## src/rtl/ecpdly_calibrate.sv

```systemverilog
// Closed-loop I/O delay calibration: sweeps taps 0..MAXDLY, scores each with the checker strobe,
// and parks the delay at the centre of the widest passing window. Optional scan map: ECPDLY_CALIBRATE_SCANMAP_EN.
module ecpdly_calibrate #(
   parameter int NBITS     = 16,
   parameter int MAXDLY    = 127,
   parameter int LGSETTLE  = 4,
   parameter int LGSAMPLE  = 8,
   parameter int LGTIMEOUT = 12
) (
   input  logic             i_clk,
   input  logic             i_reset,
   input  logic             i_start,
   input  logic [NBITS-1:0] i_current_delay,
   input  logic             i_match,
   output logic [NBITS-1:0] o_commanded_delay,
   output logic             o_busy,
   output logic             o_done,
   output logic             o_fail,
   output logic [NBITS-1:0] o_best_delay,
   output logic [NBITS-1:0] o_window,
   input  logic [NBITS-1:0] i_map_addr,
   output logic             o_map_pass
);

   // Handshake: i_start is a level sampled only in IDLE; o_done/o_fail are sticky until the next accepted start.
   localparam int CW = ((LGSETTLE > LGSAMPLE) ? LGSETTLE : LGSAMPLE) + 1;
   localparam logic [CW-1:0]    SETTLE_LAST = CW'((1 << LGSETTLE) - 1);
   localparam logic [CW-1:0]    SAMPLE_LAST = CW'((1 << LGSAMPLE) - 1);
   localparam logic [NBITS-1:0] LAST_TAP    = NBITS'(MAXDLY);

   typedef enum logic [2:0] {
      S_IDLE, S_MOVE, S_SETTLE, S_SAMPLE, S_NEXT, S_CENTER, S_FINISH
   } state_t;

   state_t               state;
   logic [NBITS-1:0]     tap;
   logic [NBITS-1:0]     run_start, run_len;
   logic [NBITS-1:0]     best_start, best_len;
   logic [CW-1:0]        cnt;
   logic [LGTIMEOUT-1:0] tmo;
   logic                 tap_pass;
   logic                 arrived;
   logic                 start_ok;

   logic [NBITS-1:0]     nrun_start, nrun_len;
   logic [NBITS-1:0]     nbest_start, nbest_len;
   logic [NBITS-1:0]     center_tap;

   assign arrived  = (i_current_delay == o_commanded_delay);
   assign start_ok = (state == S_IDLE) && i_start;

   // Window bookkeeping for the tap just scored; the final tap's result feeds the centre directly.
   always_comb begin
      nrun_start  = run_start;
      nrun_len    = run_len;
      nbest_start = best_start;
      nbest_len   = best_len;
      if (tap_pass) begin
         if (run_len == '0)
            nrun_start = tap;
         nrun_len = run_len + 1'b1;
      end else begin
         nrun_len = '0;
      end
      if (nrun_len > best_len) begin
         nbest_start = nrun_start;
         nbest_len   = nrun_len;
      end
      center_tap = nbest_start + ((nbest_len - 1'b1) >> 1);
   end

   always_ff @(posedge i_clk) begin
      if (i_reset) begin
         state             <= S_IDLE;
         tap               <= '0;
         run_start         <= '0;
         run_len           <= '0;
         best_start        <= '0;
         best_len          <= '0;
         cnt               <= '0;
         tmo               <= '0;
         tap_pass          <= 1'b0;
         o_commanded_delay <= '0;
         o_busy            <= 1'b0;
         o_done            <= 1'b0;
         o_fail            <= 1'b0;
         o_best_delay      <= '0;
         o_window          <= '0;
      end else begin
         case (state)
            S_IDLE: begin
               if (i_start) begin
                  state             <= S_MOVE;
                  tap               <= '0;
                  o_commanded_delay <= '0;
                  o_busy            <= 1'b1;
                  o_done            <= 1'b0;
                  o_fail            <= 1'b0;
                  run_start         <= '0;
                  run_len           <= '0;
                  best_start        <= '0;
                  best_len          <= '0;
                  o_best_delay      <= '0;
                  o_window          <= '0;
                  cnt               <= '0;
                  tmo               <= '0;
               end
            end
            S_MOVE: begin
               if (arrived) begin
                  state <= S_SETTLE;
                  cnt   <= '0;
               end else if (&tmo) begin
                  o_fail            <= 1'b1;
                  o_commanded_delay <= '0;
                  state             <= S_FINISH;
               end else begin
                  tmo <= tmo + 1'b1;
               end
            end
            S_SETTLE: begin
               if (cnt == SETTLE_LAST) begin
                  cnt      <= '0;
                  tap_pass <= 1'b1;
                  state    <= S_SAMPLE;
               end else begin
                  cnt <= cnt + 1'b1;
               end
            end
            S_SAMPLE: begin
               tap_pass <= tap_pass & i_match;
               if (cnt == SAMPLE_LAST) begin
                  cnt   <= '0;
                  state <= S_NEXT;
               end else begin
                  cnt <= cnt + 1'b1;
               end
            end
            S_NEXT: begin
               run_start  <= nrun_start;
               run_len    <= nrun_len;
               best_start <= nbest_start;
               best_len   <= nbest_len;
               tmo        <= '0;
               if (tap == LAST_TAP) begin
                  state    <= S_CENTER;
                  o_window <= nbest_len;
                  if (nbest_len == '0) begin
                     o_fail            <= 1'b1;
                     o_commanded_delay <= '0;
                     o_best_delay      <= '0;
                  end else begin
                     o_commanded_delay <= center_tap;
                     o_best_delay      <= center_tap;
                  end
               end else begin
                  tap               <= tap + 1'b1;
                  o_commanded_delay <= tap + 1'b1;
                  state             <= S_MOVE;
               end
            end
            S_CENTER: begin
               if (arrived) begin
                  state <= S_FINISH;
               end else if (&tmo) begin
                  o_fail            <= 1'b1;
                  o_commanded_delay <= '0;
                  state             <= S_FINISH;
               end else begin
                  tmo <= tmo + 1'b1;
               end
            end
            S_FINISH: begin
               o_done <= 1'b1;
               o_busy <= 1'b0;
               state  <= S_IDLE;
            end
            default: state <= S_IDLE;
         endcase
      end
   end

`ifdef ECPDLY_CALIBRATE_SCANMAP_EN
   localparam int AW = (MAXDLY < 1) ? 1 : $clog2(MAXDLY + 1);

   logic [MAXDLY:0] scan_map;

   always_ff @(posedge i_clk) begin
      if (i_reset) begin
         scan_map   <= '0;
         o_map_pass <= 1'b0;
      end else begin
         if (start_ok)
            scan_map <= '0;
         else if (state == S_NEXT)
            scan_map[tap[AW-1:0]] <= tap_pass;
         o_map_pass <= (i_map_addr <= LAST_TAP) ? scan_map[i_map_addr[AW-1:0]] : 1'b0;
      end
   end
`else
   logic unused_map_addr;
   logic unused_start_ok;

   assign unused_map_addr = ^i_map_addr;
   assign unused_start_ok = start_ok;
   assign o_map_pass      = 1'b0;
`endif

endmodule
```

## config.mk

```make
export PLATFORM = sky130hd
export DESIGN_NAME = ecpdly_calibrate
export DESIGN_NICKNAME = d
export VERILOG_FILES = /design/src/rtl/ecpdly_calibrate.sv
export SDC_FILE = /design/constraint.sdc
export NUM_CORES = 1
export LEC_CHECK = 0
export ABC_CLOCK_PERIOD_IN_PS = 14900
export BUFFER_PORTS_ARGS = -buffer_cell sky130_fd_sc_hd__buf_2
export CAP_MARGIN = 20
export CORE_MARGIN = 1.5
export CORE_UTILIZATION = 55
export DETAILED_ROUTE_END_ITERATION = 10
export GPL_TIMING_DRIVEN = 0
export PLACE_DENSITY = 0.84
export SLEW_MARGIN = 20
export SYNTH_ARGS = -nofsm -noshare
export SYNTH_HDL_FRONTEND = slang
export SYNTH_SLANG_ARGS = --single-unit
```

## constraint.sdc

```tcl
create_clock -name i_clk -period 14.9 [get_ports i_clk]
set_input_delay 1.49 -clock i_clk [delete_from_list [all_inputs] [get_ports i_clk]]
set_output_delay 1.49 -clock i_clk [all_outputs]
set_load 0.01 [all_outputs]
```

; ---- Word-level counts from Yosys, hierarchy flattened
; Cells that the tools add are included.
[totals]
ff_bits = 156
in_bits = 36
out_inout_bits = 52
word_cells = 112
[classes]
addsub = 6
order_cmp = 1
eq_ne = 20
n_mux = 49
n_bitwise = 1
reduce_logical = 20
[ops]
columns = op, n
row1 = 16-bit case mux with 2 select lines, 7
row2 = 16-bit two-way mux, 13
row3 = 16-bit case mux with 3 select lines, 1
row4 = 12-bit two-way mux, 3
row5 = 9-bit two-way mux, 4
row6 = 12-bit case mux with 3 select lines, 1
row7 = 9-bit case mux with 4 select lines, 1
row8 = 16-bit by 1-bit adder with 16-bit output (second input constant), 2
row9 = 16-bit logical NOT, 2
row10 = 3-bit two-way mux, 7
row11 = 2-bit != test (second input constant), 9
row12 = 3-bit case mux with 6 select lines, 1
row13 = 16-bit by 15-bit adder with 16-bit output, 1
row14 = 16-bit equality test, 1
row15 = 16-bit by 7-bit equality test with 1-bit output (second input constant), 1
row16 = 16-bit greater-than comparator, 1
row17 = 16-bit by 1-bit subtractor with 16-bit output (second input constant), 1
row18 = 12-bit by 1-bit adder with 12-bit output (second input constant), 1
row19 = 12-bit AND reduction, 1
row20 = 3-bit AND reduction, 4
row21 = 9-bit by 1-bit adder with 9-bit output (second input constant), 1
row22 = 3-bit equality test (second input constant), 3
row23 = 9-bit by 4-bit equality test with 1-bit output (second input constant), 1
row24 = 9-bit by 8-bit equality test with 1-bit output (second input constant), 1
row25 = other kinds (15), 29

; ---- Depth between registers and ports, before layout
; Gate-level depths: netlist of run 1.
[logic_depth]
ltp_word = 9
depth_mapped = 34
depth_no_buf = 29

; ---- Worst setup path before layout of run 1
; Ideal clock, no wire load.
[synth_path]
kind = register to register
start = register run_len[3]
end = register o_commanded_delay[14]
t_arrival_ps = 6860
path_slack_ps = 7944
stages_incl_launch_ff = 32
path_buffers = 3
period_less_slack_ps = 6956
path_cell_list = dfxtp_1 -> buf_2 -> nand4_2 -> nor3_1 -> nand3_1 -> or3_1 -> a21boi_0 -> ha_1 -> nand4_1 -> nor2_1 -> o221ai_1 -> nand3_1 -> a41oi_2 -> nor2_4 -> buf_6 -> clkbuf_1 -> mux2i_1 -> ha_1 -> o2111a_1 -> a31oi_1 -> or4_4 -> a21oi_1 -> xnor2_1 -> ha_1 -> nand3_1 -> a2111oi_0 -> nor3_1 -> o41ai_1 -> a21oi_1 -> xnor2_1 -> o311ai_1 -> a221oi_1
[synth_between]
elab_chain_len = 9
word_cells_on_any_way = 14
cone_classes = 3 x add/sub / 1 x order compare / 8 x mux / 2 x reduce/logical
[synth_lines]
columns = element, line
row1 = "start, declared", 37  ; logic [NBITS-1:0] run_start, run_len;
row2 = "start signal, assigned", 141  ; run_len <= nrun_len;
row3 = 16-bit by 1-bit adder with 16-bit output, 61  ; nrun_len = run_len + 1'b1;
row4 = 16-bit two-way mux, 58  ; if (tap_pass) begin
row5 = 16-bit greater-than comparator, 65  ; if (nrun_len > best_len) begin
row6 = 16-bit two-way mux, 65
row7 = 16-bit by 1-bit subtractor with 16-bit output, 69  ; center_tap = nbest_start + ((nbest_len - 1'b1) >> 1);
row8 = 16-bit by 15-bit adder with 16-bit output, 69
row9 = 16-bit two-way mux (*), 148  ; if (nbest_len == '0) begin
row10 = 16-bit two-way mux (*), 145  ; if (tap == LAST_TAP) begin
row11 = 16-bit case mux with 3 select lines (*), 90  ; case (state)
row12 = "end signal, assigned", 153  ; o_commanded_delay <= center_tap;
row13 = "end signal, assigned", 158  ; o_commanded_delay <= tap + 1'b1;
row14 = "end, declared", 15  ; output logic [NBITS-1:0] o_commanded_delay,
; Mark *: on every way between the ends. The rest lies on a longest branch, timed or not.
; A chain may end at the register's enable or synchronous reset.

; ---- Worst setup path after layout of run 1
; Ends and elaborated chain as after synthesis.

==> results.ini, run 1 <==
[hold_path]
hold_start = o_best_delay[10]$_SDFFE_PP0P_
min_to = o_best_delay[10]$_SDFFE_PP0P_
hp-class = reg2reg
hold_depth = 2

[timing]
min_period_ns = 8.75
drv_slew = 0
timing_hold_violations_final = 0
tns_ns = 0
fin_crit_sh_pct = 58.7
tightest_slew_ns = 0.878
fin_skew_ns = 0.00668
setup_violations = 0
grt_setup_unrepaired = false
max_freq_mhz = 114
max_slew_margin_pct = 41.0

[power_and_ir_drop]
p_seq_share_pct = 47.6
p_int_mw = 0.666
powerDensity_nw_per_um2 = 88.3
power.switching_mw = 0.216
share_comb_of_total_power_pct = 4.0
p_leak_nw = 3.93
switching_share_pct = 24.5
ir_drop_mv = 0.0770
p_clk_share_pct = 48.3

[layout]
area_delta_synth_final_pct = 13.5
regArea_um2 = 3120
layout.nets = 1273
drive_gt1_share_pct = 10.4
multiInputGateArea_um2 = 5270
diodes = 0
final_util_pct = 63.3
final_cell_mix = 206 x nor2_1, 156 x dfxtp_1, 97 x a21oi_1
fillers = 1385
final_common_cell = nor2_1
fin_cells = 1427

[placed_design]
dp_hpwl_um = 18600
placed_cells = 1395
globalplace.congestion = 0.984
portBuffers = 68

[synth]
synth-main-ff-cell = dfxtp_1
syn_area_um2 = 8800
synthArstFlopShare_pct = 0
synth_cell_types = 71
syn_inst = 1111
syn_nets = 1186
yosysSeqAreaShare_pct = 35.5
avgSynthCellArea_um2 = 7.92
synth_edf_count = 0
ys.warnings.count = 0
synth_seq_cells = 156

[cts]
cts_resized = 0
htreeDepth = 4
cts-buffers-inserted = 17
clockBufferDepth = 2
clk_pin_slew_ns = 0.07
root_buffer = clkbuf_16
clock-sinks = 156
ctsHoldBuffers = 0
cts_tree = yes
cts_setup_buffers = 0
insertion_delay_ns = 0.44

[status]
outcome = finished clean

[critical_path]
reg2reg_slack_ns = 6.15
r2r_cells = 32
crit_path_start_kind = flip-flop
path_class = reg2reg
cp.required_ns = 15.24
r2r_end = o_commanded_delay[14]$_SDFFE_PP0P_
crit_path_start = run_len[3]$_SDFFE_PP0P_
critPathMaxStageDelay_ns = 0.63
timing.rr.start = run_len[3]$_SDFFE_PP0P_
crit_path_end_kind = flip-flop
critical_path.max_fanout = 10
worstPathArrival_ns = 9.10
crit_slowest_cell = or4_4

[grt]
antenna_found_initial = 0
groute.usage.overall_pct = 29.9
gr-total-overflow = 0
grt_pass1_vias = 7574
grt_max_degree = 17
grt_pass1_wl_um = 39100

[run]
drv_cap = 0

[route]
vias = 8636
ant_nets = 0
drt-vias-per-instance = 6.05
drt_first_pass_iters = 5
wl_um = 24800
drtIter0Drc = 830
avgRoutedWirePerCell_um = 17.4
drc = 0

[floorplan]
die-area_um2 = 16800
start_util_pct = 55.8
ioPinCount = 88
die_h_um = 130
die_x_um = 130
rows = 46
coreArea_um2 = 15800

[sequential cells by signal (all words and copies together) (netlist names)]
name / flops
run_len: 16
tap: 16
o_done: 1
o_best_delay: 16
state: 3
o_fail: 1
cnt: 9
o_commanded_delay: 16
best_start: 16
run_start: 16
tap_pass: 1
best_len: 16
tmo: 12
o_window: 16
o_busy: 1
[worst max-delay path by stage]
stage / depth (start not counted) / end / slack, ns
2_1_floorplan: 31 / o_commanded_delay[14]$_SDFFE_PP0P_ / 7.94
3_3_place_gp: 32 / o_commanded_delay[14]$_SDFFE_PP0P_ / 6.45
3_5_place_dp: 32 / o_commanded_delay[14]$_SDFFE_PP0P_ / 6.42
4_1_cts: 31 / o_commanded_delay[14]$_SDFFE_PP0P_ / 6.37
5_1_grt: 31 / o_commanded_delay[14]$_SDFFE_PP0P_ / 5.45
6_report: 32 / o_commanded_delay[14]$_SDFFE_PP0P_ / 6.15
[synth_stat cells, types with 9 or more instances]
library cell	instances	area [µm²]
a21oi_1	97	485
ha_1	38	475
nand2_1	67	251
xnor2_1	54	473
and3_1	10	62.6
a31oi_1	14	87.6
nand2b_1	9	56.3
and2_1	17	106
nand3_1	31	155
dfxtp_1	156	3120
nor4_1	10	62.6
clkbuf_1	60	225
a21o_1	9	67.6
nor2_1	206	773
xor2_1	30	263
mux2i_1	19	190
nand4_1	23	144
o21ai_0	24	120
nor3_1	25	125
a22oi_1	60	450
inv_1	32	120
o22ai_1	9	56.3
[worst max-delay path, delay by kind of cell (launching register included)]
kind / cells / cell delay, ns
xor gates and xnor gates: 2 / 0.38
AOI/OAI and AO/OA: 12 / 3.57
buffers and inverters: 4 / 0.84
adders and majority gates: 3 / 1.04
DFF: 1 / 0.30
and+or+nand+nor: 11 / 2.51
[metal layers]
| layer | share of wire [%] | routed length (µm) | track usage [%] |
|---|---|---|---|
| met3 | 7.3 | 1820 | 4.29 |
| met5 | 0 | 0 | 0 |
| met1 | 43 | 10800 | 39.9 |
| met4 | 3.4 | 852 | 13.6 |
| met2 | 46 | 11400 | 48.2 |
[power groups by stage]
| stage | clock, mW | combinational (mW) | sequential, mW |
|---|---|---|---|
| 2_1_floorplan | 0 | 0.0219 | 0.430 |
| 3_3_place_gp | 0 | 0.0343 | 0.429 |
| 3_5_place_dp | 0 | 0.0347 | 0.430 |
| 4_1_cts | 0.427 | 0.0349 | 0.420 |
| 5_1_grt | 0.446 | 0.0387 | 0.420 |
| 6_report | 0.427 | 0.0357 | 0.420 |
[kinds of logic after synthesis]
kind of cell | synth area share [%]
mux | 2.67
compound gates | 19.8
fa+ha+maj | 5.63
xor+xnor | 8.85
other cells | 0.0426
simple gates | 22.9
buf+inv | 4.65
flops | 35.5
[stage by stage]
stage / area, µm² / setup WS [ns] / power, mW / hold slack (ns)
6_report: 9990 / 6.15 / 0.882 / 0.446
3_5_place_dp: 9410 / 6.42 / 0.464 / 0.440
4_1_cts: 9990 / 6.37 / 0.882 / 0.449
3_3_place_gp: 9410 / 6.45 / 0.464 / 0.431
5_1_grt: 9990 / 5.45 / 0.905 / 0.478
2_1_floorplan: 8800 / 7.94 / 0.452 / 0.454
[cell type report]
cell class	instances	area share [%]
multi-input combinational	851	52.8
buffer	72	2.89
inverter	32	1.20
timing repair buffer	68	3.41
sequential	156	31.3
clock inverter	14	1.35
clock buffer	18	4.40
tap	216	2.71
Power figures use the tool's default switching activity.
==> run 2, diff against run 1 <==
- ABC_CLOCK_PERIOD_IN_PS: 14900 -> 8150
- clock period: 14.9 -> 8.15 ns (I/O delays scaled with it)
==> run 2 against run 1 <==
Against the previous run:
- setup slack got worse by 5.7 ns
- largest cell class unchanged
- routed wire length about the same
- total power up 83%
- cell count is essentially flat
- combinational power rose by 82%
- sequential share of layout area fell by 0.14 points
==> results.ini, run 2 (synthesis results as in run 1) <==
[status]
outcome = finished clean

[route]
wl_um = 24800  ; about the same
top_layer = met4
drt-vias-per-instance = 6.02  ; -0.51%
drt_first_pass_iters = 7  ; +2
drtIter0Drc = 781  ; -5.9%
wirelength_met1_um = 10600  ; -1.9%
drc = 0  ; unchanged
ant_nets = 0  ; unchanged
route.met3.wl_um = 1950  ; +7.2%
avgRoutedWirePerCell_um = 17.4  ; about the same
wl_met2_um = 11400  ; +0.30%
vias = 8586  ; -0.58%

[grt]
grt_pass1_vias = 7569  ; -0.066%
grt_max_degree = 20  ; +3
groute.usage.overall_pct = 29.9  ; -0.035 points
antenna_found_initial = 0  ; unchanged
gr-total-overflow = 0  ; unchanged
grt_pass1_wl_um = 39100  ; -0.14%

[layout]
area_delta_synth_final_pct = 14.0
drive_gt1_share_pct = 11.0  ; +0.59 points
final_util_pct = 63.6  ; +0.28 points
layout.nets = 1272  ; -0.079%
final_common_cell = nor2_1
final_cell_mix = 205 x nor2_1, 156 x dfxtp_1, 96 x a21oi_1
diodes = 0  ; unchanged
fillers = 1375  ; -0.72%

[cts]
cts_tree = yes
clock-sinks = 156  ; unchanged
htreeDepth = 4  ; unchanged
clk_pin_slew_ns = 0.07  ; about the same
root_buffer = clkbuf_16
ctsHoldBuffers = 0  ; unchanged
cts_setup_buffers = 0  ; unchanged
cts-buffers-inserted = 17  ; unchanged
clockBufferDepth = 2  ; unchanged
insertion_delay_ns = 0.44  ; about the same

[run]
drv_cap = 0  ; unchanged

[floorplan]
die_x_um = 130  ; unchanged
start_util_pct = 55.8  ; unchanged
die_h_um = 130  ; unchanged
coreArea_um2 = 15800  ; unchanged
rows = 46  ; unchanged
die-area_um2 = 16800  ; unchanged
ioPinCount = 88  ; unchanged

[timing]
tns_ns = 0  ; unchanged
drv_slew = 0  ; unchanged
max_slew_margin_pct = 41.7  ; +0.69 points
max_freq_mhz = 129  ; +13%
fin_skew_ns = 0.00771  ; +0.00102 ns
fin_crit_sh_pct = 94.8  ; +36 points
tightest_slew_ns = 0.866  ; -0.0115 ns
setup_violations = 0  ; unchanged
min_period_ns = 7.72  ; -1.03 ns
timing_hold_violations_final = 0  ; unchanged

[critical_path]
critical_path.max_fanout = 19  ; +9
critPathMostFrequentCell = ha_1
path_class = reg2reg
crit_slowest_cell = or4_4
worstPathArrival_ns = 8.07  ; -1.03 ns
crit_path_start_kind = flip-flop
crit_path_start = run_len[3]$_SDFFE_PP0P_
crit_path_end_kind = flip-flop
cp.required_ns = 8.49  ; -6.75 ns
timing.rr.start = run_len[3]$_SDFFE_PP0P_
critPathMaxStageDelay_ns = 0.62  ; about the same

[power_and_ir_drop]
p_seq_share_pct = 47.5  ; about the same
ir_drop_mv = 0.142  ; +84%
switching_share_pct = 24.7  ; +0.13 points
power.switching_mw = 0.398  ; +84%
share_comb_of_total_power_pct = 4.0  ; about the same
p_clk_share_pct = 48.4  ; about the same
p_leak_nw = 3.94  ; +0.21%
powerDensity_nw_per_um2 = 161  ; +82%
p_int_mw = 1.22  ; +83%

[placed_design]
portBuffers = 68  ; unchanged
globalplace.congestion = 0.984  ; unchanged
dp_hpwl_um = 18600  ; unchanged

[hold_path]
hold_start = o_best_delay[10]$_SDFFE_PP0P_
hp-class = reg2reg

run 2: layer usage:
metal / up-vias / global-route usage, %
met4: 0 / 13.6
met5: - / 0
met2: 376 / 48.1
li1: 4105 / -
met3: 60 / 4.29
met1: 4045 / 39.9
run 2: worst paths after layout:
| path | slack [ns] | cells after the start | to |
|---|---|---|---|
| max | 0.43 | 31 | o_commanded_delay[14]$_SDFFE_PP0P_ |
| min | 0.45 | 2 | o_best_delay[10]$_SDFFE_PP0P_ |
| max reg2reg | 0.43 | 31 | o_commanded_delay[14]$_SDFFE_PP0P_ |
| min reg2reg | 0.45 | 2 | o_best_delay[10]$_SDFFE_PP0P_ |
run 2: area by class of cell:
class	count	area, µm²	share of cell area (%)
multi-input cells	851	5320	53.0
inverters	32	120	1.20
clock buffers	18	439	4.38
clock inverters	14	135	1.35
well taps	216	270	2.69
flip-flops and latches	156	3120	31.1
plain buffers	71	285	2.84
repair buffers	68	340	3.39
run 2: power groups by stage:
| stage | registers, mW | logic [mW] | clock network, mW |
|---|---|---|---|
| floorplan | 0.785 | 0.0400 | 0 |
| global placement | 0.785 | 0.0627 | 0 |
| detailed placement | 0.785 | 0.0634 | 0 |
| CTS | 0.768 | 0.0638 | 0.781 |
| global route | 0.768 | 0.0708 | 0.815 |
| finish | 0.768 | 0.0650 | 0.783 |
run 2: critical path, delay by kind of cell (launching register included):
| family | cells | cell delay, ns |
|---|---|---|
| compound gates | 12 | 2.93 |
| flops | 1 | 0.30 |
| simple gates | 11 | 2.47 |
| fa+ha+maj | 3 | 0.97 |
| xor+xnor | 2 | 0.39 |
| buf+inv | 3 | 0.56 |
run 2: timing repair:
item / in CTS / in global routing
setup endpoints to repair: 1 / 6
resized for setup: 2 / 9
cloned: 0 / 0
run 2: per-stage QoR:
step | total power [mW] | worst slack (ns) | hold WS [ns] | cell area [µm²] | instances
6_report | 1.62 | 0.427 | 0.446 | 10000 | 1426
4_1_cts | 1.61 | 0.158 | 0.449 | 9990 | 1426
2_1_floorplan | 0.825 | 1.19 | 0.454 | 8800 | 1111
3_3_place_gp | 0.848 | -0.304 | 0.431 | 9410 | 1395
5_1_grt | 1.65 | -0.0279 | 0.478 | 10000 | 1426
3_5_place_dp | 0.849 | -0.327 | 0.440 | 9410 | 1395
==> run 3, diff against run 2 <==
- ABC_AREA: default -> 1
==> run 3 against run 2 <==
Against the previous run:
- worst hold slack better by 0.017 ns
- clock power rose by 4.1%
- die area fell by 0.11%
- core utilization fell by 0.13 points
- sequential power grew 2%
- setup slack gained 1.2 ns
- count of clock-buffer cells in the layout unchanged
- synthesized cell count rose by 17%
- non-clock buffer count down 16
- routed wire length increased by 2.7%
- critical path depth increased by 9
- combinational power grew 55%
- critical path type unchanged
- largest cell class unchanged
- highest routed layer is now met5
==> results.ini, run 3 <==
[route]
drtIter0Drc = 1088  ; +39%
vias = 9085  ; +5.8%
ant_nets = 0  ; unchanged
drt-vias-per-instance = 5.61  ; -6.8%
wl_um = 25500  ; +2.7%
drt_first_pass_iters = 8  ; +1
drc = 0  ; unchanged
avgRoutedWirePerCell_um = 15.7  ; -9.6%

[critical_path]
crit_path_end_kind = flip-flop
critical_path.max_fanout = 10  ; -9
path_class = reg2reg
timing.rr.start = run_len[2]$_SDFFE_PP0P_
critPathMostFrequentCell = nand2_1
crit_path_start = run_len[2]$_SDFFE_PP0P_
cp.required_ns = 8.45  ; -0.04 ns
crit_slowest_cell = dfxtp_1
critPathMaxStageDelay_ns = 0.43  ; -0.19 ns
crit_path_start_kind = flip-flop
worstPathArrival_ns = 6.82  ; -1.25 ns
r2r_cells = 40  ; +29%

[cts]
cts_tree = yes
htreeDepth = 4  ; unchanged
cts_setup_buffers = 0  ; unchanged
cts-buffers-inserted = 17  ; unchanged
clock-sinks = 156  ; unchanged
insertion_delay_ns = 0.45  ; about the same
ctsHoldBuffers = 0  ; unchanged
clockBufferDepth = 2  ; unchanged
cts_resized = 0  ; -2
root_buffer = clkbuf_16
clk_pin_slew_ns = 0.07  ; about the same

[synth]
synth-compound-area-share_pct = 16.7  ; -3.1 points
synth_top_family_by_area = simple AND/OR/NAND/NOR gates
syn_area_um2 = 8790  ; -0.11%
synth_edf_count = 0  ; unchanged
synthMuxAreaShare_pct = 0  ; -2.7 points
synth.top_cell.area_share_pct = 35.5  ; +0.040 points
synth-main-ff-cell = dfxtp_1
synthAdderAreaFrac_pct = 5.63  ; +0.0064 points
synth_cell_types = 46  ; -35%
ys.warnings.count = 0  ; unchanged
ys_top_cells_by_count = 356 x nand2_1, 162 x a21oi_1, 156 x dfxtp_1, 141 x inv_1
avgSynthCellArea_um2 = 6.75  ; -15%
syn_inst = 1302  ; +17%
synth_seq_cells = 156  ; unchanged
synth_simple_gate_area_share_pct = 29.0  ; +6.1 points
syn_nets = 1377  ; +16%
synthXorXnorAreaFrac_pct = 4.18  ; -4.7 points
synth.largest_area_cell = dfxtp_1
ys_top_cells_by_area = dfxtp_1 36%, nand2_1 15%, a21oi_1 9.2%
yosysMostFrequentCell = nand2_1
synthArstFlopShare_pct = 0  ; unchanged
yosysSeqAreaShare_pct = 35.5  ; +0.040 points

[power_and_ir_drop]
p_seq_share_pct = 46.1  ; -1.4 points
powerDensity_nw_per_um2 = 170  ; +5.5%
p_clk_share_pct = 47.9  ; -0.5 points
power.switching_mw = 0.429  ; +7.7%
p_leak_nw = 4.06  ; +3.0%
share_comb_of_total_power_pct = 6.0  ; +2.0 points
switching_share_pct = 25.2  ; +0.55 points
p_int_mw = 1.27  ; +4.5%
power_mw = 1.70  ; +5.3%
ir_drop_mv = 0.183  ; +29%

[layout]
regArea_um2 = 3120  ; unchanged
layout.nets = 1465  ; +15%
drive_gt1_share_pct = 10.7  ; -0.30 points
area_delta_synth_final_pct = 13.8  ; about the same
multiInputGateArea_um2 = 4880  ; -8.3%
fin_cells = 1619  ; +14%
final_util_pct = 63.5  ; -0.13 points
final_common_cell = nand2_1
fillers = 1395  ; +1.5%
final_cell_mix = 356 x nand2_1, 162 x a21oi_1, 156 x dfxtp_1
diodes = 0  ; unchanged

[placed_design]
portBuffers = 69  ; +1.5%
dp_hpwl_um = 19200  ; +3.4%
globalplace.congestion = 0.952  ; -3.3%
placed_cells = 1587  ; +14%

[timing]
timing_hold_violations_final = 0  ; unchanged
tns_ns = 0  ; unchanged
max_slew_margin_pct = 45.2  ; +3.5 points
fin_skew_ns = 0.00766  ; -0.0000472 ns
max_freq_mhz = 153  ; +19%
drv_slew = 0  ; unchanged
tightest_slew_ns = 0.817  ; -0.0486 ns
min_period_ns = 6.52  ; -1.21 ns
setup_violations = 0  ; unchanged
grt_setup_unrepaired = false
fin_crit_sh_pct = 80.0  ; -15 points

[hold_path]
hp-class = reg2reg
hold_start = o_best_delay[9]$_SDFFE_PP0P_
hold_depth = 2  ; unchanged

[grt]
antenna_found_initial = 0  ; unchanged
groute.usage.overall_pct = 30.6  ; +0.75 points
grt_pass1_wl_um = 39800  ; +1.8%
grt_max_degree = 17  ; -15%
gr-total-overflow = 0  ; unchanged
grt_pass1_vias = 8012  ; +5.9%

[floorplan]
start_util_pct = 55.8  ; -0.063 points
rows = 46  ; unchanged
coreArea_um2 = 15800  ; unchanged
die_x_um = 129  ; about the same
die_h_um = 129  ; about the same
ioPinCount = 88  ; unchanged
die-area_um2 = 16800  ; -0.11%

[status]
outcome = finished clean

[run]
drv_cap = 0  ; unchanged

## run 3: changes by cell type after synthesis, moves of 10 or more
cell,delta
clkbuf_1,-26
inv_1,+109
a21oi_1,+65
and3_1,-10
o21ai_0,+53
and2_1,-17
nand2_1,+289
a22oi_1,-59
nor2_1,-129
xnor2_1,-32
nand2_2,+11
nand3_1,+35
xor2_1,-10
mux2i_1,-19
## run 3: power by group through the flow
| stage | logic [mW] | clock network (mW) | registers, mW |
|---|---|---|---|
| after floorplan | 0.0552 | 0 | 0.805 |
| after global placement | 0.0962 | 0 | 0.801 |
| after detailed placement | 0.0984 | 0 | 0.801 |
| after CTS | 0.0994 | 0.816 | 0.785 |
| after global routing | 0.110 | 0.844 | 0.786 |
| final | 0.101 | 0.815 | 0.785 |
## run 3: cell type report
cell class	instances	area share (%)
Timing Repair Buffer	69	3.45
Clock inverter	14	1.62
Clock buffer	18	4.39
Buffer	54	2.42
Multi-Input combinational cell	946	48.7
Inverter	146	5.47
Tap cell	216	2.70
Sequential cell	156	31.2
## run 3: final timing paths
| path | to | slack, ns |
|---|---|---|
| max | o_best_delay[15]$_SDFFE_PP0P_ | 1.63 |
| max reg2reg | o_best_delay[15]$_SDFFE_PP0P_ | 1.63 |
| min reg2reg | o_best_delay[9]$_SDFFE_PP0P_ | 0.46 |
| min | o_best_delay[9]$_SDFFE_PP0P_ | 0.46 |
## run 3: logic make-up after synthesis
group	count (synthesis)
buf+inv	200
simple gates	588
fa+ha+maj	39
xor+xnor	42
flops	156
compound gates	276
other cells	1
## run 3: critical path, delay by kind of cell (launching register included)
kind	cells	cell delay, ns
adders and majority gates	3	0.82
DFF	1	0.43
xor gates and xnor gates	1	0.11
AOI/OAI and AO/OA	5	0.86
buffers and inverters	6	0.63
and+or+nand+nor	25	3.50
## run 3: metrics by stage
| stage | area, µm² | setup WS (ns) | hold WS [ns] |
|---|---|---|---|
| finish | 10000 | 1.63 | 0.463 |
| floorplan | 8790 | 2.79 | 0.440 |
| global placement | 9410 | 1.96 | 0.446 |
| CTS | 10000 | 1.79 | 0.465 |
| detailed placement | 9410 | 1.83 | 0.453 |
| global route | 10000 | 0.921 | 0.482 |
## run 3: per-layer routing
metal | vias to the layer above | share of wire, % | wire length (µm) | track usage, %
met4 | 2 | 2.9 | 735 | 11.6
met3 | 62 | 9.6 | 2450 | 7.56
li1 | 4445 | - | - | -
met2 | 419 | 46 | 11700 | 50.1
met5 | - | 0.28 | 71 | 3.24
met1 | 4157 | 41 | 10500 | 38.9
